==> src/rtl/cache_sram_arbiter_pkg.sv <==
// Shared types for the I/D cache SRAM-bus arbiter.
// Holds the FSM encoding, the master IDs and the forwarded request bundle.
package cache_sram_arbiter_pkg;

  typedef enum logic [1:0] {
    ARB_IDLE = 2'b00,
    ARB_ADDR = 2'b01,
    ARB_DATA = 2'b10
  } arb_state_t;

  localparam logic MST_I = 1'b0;
  localparam logic MST_D = 1'b1;

  typedef struct packed {
    logic        wr;
    logic [1:0]  size;
    logic [31:0] addr;
    logic [31:0] wdata;
  } sram_req_t;

endpackage

==> src/rtl/cache_sram_arbiter_pick2.sv <==
// Combinational 2-way picker, req indexed by master ID; 0-cycle latency.
// Fixed priority favours D; round-robin hands a tie to the master that was not served last.
module arb_pick2
  import cache_sram_arbiter_pkg::*;
(
  input  logic [1:0] req,
  input  logic       last,
  input  logic       rr_en,
  output logic       win
);

  always_comb begin
    win = MST_I;
    if (req[MST_D] && req[MST_I]) begin
      win = rr_en ? ~last : MST_D;
    end else if (req[MST_D]) begin
      win = MST_D;
    end
  end

endmodule

==> src/rtl/cache_sram_arbiter.sv <==
// Shares one SRAM-like bus between I-cache and D-cache, one transaction in flight.
// Winner is forwarded in the same cycle; the loser sees addr_ok=0 until the owner's data_ok.
module cache_sram_arbiter
  import cache_sram_arbiter_pkg::*;
#(
  parameter bit RR_EN     = 1'b0,
  parameter int CNT_WIDTH = 32
) (
  input  logic                 clk,
  input  logic                 rst,

  input  logic                 i_req,
  input  logic                 i_wr,
  input  logic [1:0]           i_size,
  input  logic [31:0]          i_addr,
  input  logic [31:0]          i_wdata,
  output logic [31:0]          i_rdata,
  output logic                 i_addr_ok,
  output logic                 i_data_ok,

  input  logic                 d_req,
  input  logic                 d_wr,
  input  logic [1:0]           d_size,
  input  logic [31:0]          d_addr,
  input  logic [31:0]          d_wdata,
  output logic [31:0]          d_rdata,
  output logic                 d_addr_ok,
  output logic                 d_data_ok,

  output logic                 m_req,
  output logic                 m_wr,
  output logic [1:0]           m_size,
  output logic [31:0]          m_addr,
  output logic [31:0]          m_wdata,
  input  logic [31:0]          m_rdata,
  input  logic                 m_addr_ok,
  input  logic                 m_data_ok,

  output logic [CNT_WIDTH-1:0] i_cnt,
  output logic [CNT_WIDTH-1:0] d_cnt
);

  localparam logic [CNT_WIDTH-1:0] CNT_ONE = {{(CNT_WIDTH-1){1'b0}}, 1'b1};

  arb_state_t state;
  logic       owner;
  logic       last_owner;
  logic       win;
  logic       any_req;
  logic       cur_owner;
  logic       addr_phase;
  logic       data_phase;
  logic       drive;
  sram_req_t  i_fld;
  sram_req_t  d_fld;
  sram_req_t  m_fld;

  arb_pick2 u_pick (
    .req   ({d_req, i_req}),
    .last  (last_owner),
    .rr_en (RR_EN),
    .win   (win)
  );

  assign any_req = i_req | d_req;
  assign i_fld   = '{wr: i_wr, size: i_size, addr: i_addr, wdata: i_wdata};
  assign d_fld   = '{wr: d_wr, size: d_size, addr: d_addr, wdata: d_wdata};

  // In IDLE the grant is the live pick; afterwards only the latched owner counts.
  assign cur_owner  = (state == ARB_IDLE) ? win : owner;
  assign addr_phase = !rst && (((state == ARB_IDLE) && any_req) || (state == ARB_ADDR));
  assign data_phase = !rst && (state == ARB_DATA);
  assign drive      = addr_phase || data_phase;

  always_comb begin
    m_fld = '0;
    if (drive) begin
      m_fld = (cur_owner == MST_D) ? d_fld : i_fld;
    end
  end

  assign m_req   = addr_phase;
  assign m_wr    = m_fld.wr;
  assign m_size  = m_fld.size;
  assign m_addr  = m_fld.addr;
  assign m_wdata = m_fld.wdata;

  assign i_addr_ok = m_addr_ok && addr_phase && (cur_owner == MST_I);
  assign d_addr_ok = m_addr_ok && addr_phase && (cur_owner == MST_D);
  assign i_data_ok = m_data_ok && data_phase && (owner == MST_I);
  assign d_data_ok = m_data_ok && data_phase && (owner == MST_D);
  assign i_rdata   = m_rdata;
  assign d_rdata   = m_rdata;

  always_ff @(posedge clk) begin
    if (rst) begin
      state      <= ARB_IDLE;
      owner      <= MST_D;
      last_owner <= MST_D;
      i_cnt      <= '0;
      d_cnt      <= '0;
    end else begin
      case (state)
        ARB_IDLE: begin
          if (any_req) begin
            owner <= win;
            state <= m_addr_ok ? ARB_DATA : ARB_ADDR;
          end
        end
        ARB_ADDR: begin
          if (m_addr_ok) begin
            state <= ARB_DATA;
          end
        end
        ARB_DATA: begin
          if (m_data_ok) begin
            state      <= ARB_IDLE;
            last_owner <= owner;
            if (owner == MST_D) begin
              d_cnt <= d_cnt + CNT_ONE;
            end else begin
              i_cnt <= i_cnt + CNT_ONE;
            end
          end
        end
        default: state <= ARB_IDLE;
      endcase
    end
  end

endmodule

==> config.mk <==
export PLATFORM = sky130hd
export DESIGN_NAME = cache_sram_arbiter
export DESIGN_NICKNAME = d
export VERILOG_FILES = /design/src/rtl/cache_sram_arbiter_pkg.sv /design/src/rtl/cache_sram_arbiter_pick2.sv /design/src/rtl/cache_sram_arbiter.sv
export SDC_FILE = /design/constraint.sdc
export NUM_CORES = 1
export LEC_CHECK = 0
export ABC_AREA = 1
export BUFFER_PORTS_ARGS = -buffer_cell sky130_fd_sc_hd__buf_2
export CAP_MARGIN = 20
export CELL_PAD_IN_SITES_DETAIL_PLACEMENT = 2
export CELL_PAD_IN_SITES_GLOBAL_PLACEMENT = 2
export CORE_MARGIN = 3
export CORE_UTILIZATION = 20
export DETAILED_ROUTE_END_ITERATION = 16
export HOLD_SLACK_MARGIN = 0.02
export PLACE_DENSITY_LB_ADDON = 0.1
export SLEW_MARGIN = 20
export SYNTH_ARGS = -nofsm -noshare
export SYNTH_HDL_FRONTEND = slang
export SYNTH_SLANG_ARGS = --single-unit
==> constraint.sdc <==
create_clock -name clk -period 3.2 [get_ports clk]
set_input_delay 0.16 -clock clk [delete_from_list [all_inputs] [get_ports clk]]
set_output_delay 0.16 -clock clk [all_outputs]
set_load 0.05 [all_outputs]
==> results.json <==
{
  "grt_pass1_vias": 6339,
  "die_w_um": 165,
  "rr_worst_depth": 7,
  "rsz0062_at_grt": "false",
  "dp.final_hpwl_mm": 20.7,
  "place_area_um2": 6340,
  "vias": 6184,
  "critPathMaxFanout": 68,
  "ctsResizeCount": 0,
  "power.density_nw_per_um2": 419,
  "rr_startpoint": "state[1]",
  "drv_cap": 0,
  "stdcell_area_um2": 6670,
  "cts.sinks": 67,
  "yosysTopAreaCell": "dfxtp_1",
  "cts_root_buffer": "clkbuf_16",
  "route.detailed.wl_per_inst_um": 18.1,
  "ys_ff_latch": 67,
  "totalWireLength_mm": 25.3,
  "nNetsFinal": 1240,
  "synth_area_um2": 5020,
  "cpMostUsedCell": "nand2_1",
  "start_util": 0.205,
  "worst_clock_skew_ns": 0.00946,
  "worstHoldEndpoint": "state[0]",
  "yosysSeqAreaShare": 0.267,
  "cp-end-kind": "primary output",
  "grt_overflow_total": 0,
  "cts_setup_buffers": 0,
  "synth_nets": 1039,
  "fmax_mhz": 368,
  "min_period_ns": 2.71,
  "min_path_type": "input pin to flop",
  "final.period_utilization": 0.848,
  "power_mw": 2.79,
  "core_area_um2": 24500,
  "worst_pin_slew_ns": 0.621,
  "drc": 0,
  "drtIter0Drc": 274,
  "die_area_um2": 27100,
  "die_y_um": 165,
  "clkSlewWorstSetupHoldPaths_ns": 0.05,
  "dr.pass1.iters": 4,
  "hold_viol_final": 0,
  "synth-edff-count": 0,
  "final_common_cell": "buf_2",
  "cts_buffers": 9,
  "leakage_nw": 3.26,
  "status": "complete, no violations",
  "yosysWarnings": 0,
  "r2r-end": "d_cnt[15]",
  "ctsHoldBuffers": 0,
  "worstPathCellList": "nor2_1 -> nand2_1 -> o21ai_4 -> buf_4 -> nand2_1 -> a21boi_0 -> buf_2",
  "final_cell_mix": "buf_2, nor2_1, nand2_1",
  "cp_slowest_cell": "buf_4",
  "maxSlewHeadroom": 0.586,
  "worstPathArrival_ns": 2.55,
  "grt_pass1_wl_mm": 37.6,
  "grt_max_degree": 69,
  "synthArstFlopShare": 0,
  "yosys-top-cells-area": "dfxtp_1, nor2_1, nand2_1, buf_4, o21ai_0",
  "syn_inst": 865,
  "clock_latency_ns": 0.34,
  "max-clock-path-buffers": 2,
  "vdd_ir_drop_max_mv": 0.238,
  "cts-htree-levels": 3,
  "setup_viol": 0,
  "cts_tree": "built",
  "required_ns": 3.04,
  "worstSetupStartpointType": "flop",
  "reg2reg_setup_slack_ns": 1.08,
  "track_usage": 0.181,
  "ys.flop_type": "dfxtp_1",
  "viasPerCell": 4.43,
  "hp-start": "m_addr_ok",
  "slowest_delay_ns": 0.53,
  "crit_type": "flop to primary output",
  "drv_slew": 0,
  "core.rowCount": 57,
  "final.setup.tns_ns": 0,
  "drive_gt1_frac": 0.301,
  "whs_path_depth": 2,
  "syn_area_per_cell_um2": 5.81,
  "io_buffers": 275,
  "synth.distinct_cells": 38,
  "ios": 372,
  "yosysTopAreaCellShare": 0.267,
  "area_growth_pct": 32.7,
  "antenna_found_initial": 3,
  "drt.antenna.violating_nets": 0,
  "gp_congestion": 0.843
}
critical path, delay by kind of cell (launching register included):
family | cells | cell delay (ns)
AO/OA/AOI/OAI | 2 | 0.42
AND/OR/NAND/NOR | 3 | 0.53
buffers and inverters | 2 | 0.87
flip-flops | 1 | 0.39
worst max path at each step:
stage | slack [ns] | startpoint | to | cells past startpoint
floorplan | 0.48 | state[0] | d_addr_ok | 4
CTS | 0.37 | state[1] | m_size[1] | 7
global route | 0.21 | state[1] | m_size[1] | 7
global placement | 0.75 | state[1] | m_size[1] | 7
finish | 0.49 | state[1] | m_size[1] | 7
detailed placement | 0.75 | state[1] | m_size[1] | 7
cells in the mapped netlist, types with 4 or more instances:
library cell  instances
nor2_1              238
nand2_1             147
o21ai_0              86
inv_1                83
dfxtp_1              67
buf_4                66
nand3_1              52
a21oi_1              34
clkbuf_1             15
nand4_1              10
nor3_1               10
buf_2                 9
nor2_2                8
o21ai_1               6
inv_2                 4
cell families after synthesis:
logic type | after synthesis | synth area share
simple gates | 479 | 0.399
buf+inv | 180 | 0.186
compound gates | 135 | 0.140
flops | 67 | 0.267
xor+xnor | 2 | 0.00349
fa+ha+maj | 2 | 0.00498
power by group:
| part | leakage (nW) | switching, mW | internal, mW |
|---|---|---|---|
| sequential | 0.540 | 0.00708 | 0.839 |
| clock | 0.157 | 0.394 | 0.705 |
| combinational | 2.56 | 0.629 | 0.217 |
| total | 3.26 | 1.03 | 1.76 |
flip-flops by register name, indices dropped and copies added, names as in the netlist:
register / flops
d_cnt: 32
i_cnt: 32
owner: 1
state: 2
area by class of cell:
| cell class | count | area (µm²) |
|---|---|---|
| fillers | 3180 | 17900 |
| clock inverters | 4 | 73.8 |
| flip-flops and latches | 67 | 1340 |
| repair buffers | 283 | 1510 |
| well taps | 324 | 405 |
| clock buffers | 12 | 246 |
| multi-input cells | 618 | 2760 |
| diodes | 1 | 2.50 |
| inverters | 87 | 327 |
layer usage:
layer  track usage  vias to the layer above  routed length (µm)
met5             0                        -                  11
met2         0.318                      206               12400
met4        0.0457                        2                 358
met3        0.0351                       26                1560
li1              -                     3068                   -
met1         0.226                     2882               11000
metrics by stage:
| step | util | setup WS, ns | std cells | hold slack, ns |
|---|---|---|---|---|
| final | 0.272 | 0.485 | 1396 | 0.0382 |
| after global routing | 0.272 | 0.206 | 1396 | 0.0459 |
| after CTS | 0.272 | 0.368 | 1395 | 0.0251 |
| after detailed placement | 0.259 | 0.750 | 1379 | 0.320 |
| after global placement | 0.259 | 0.754 | 1379 | 0.320 |
| after floorplan | - | 0.481 | 865 | 0.250 |
Note: power is estimated with default switching activity, not from simulation.
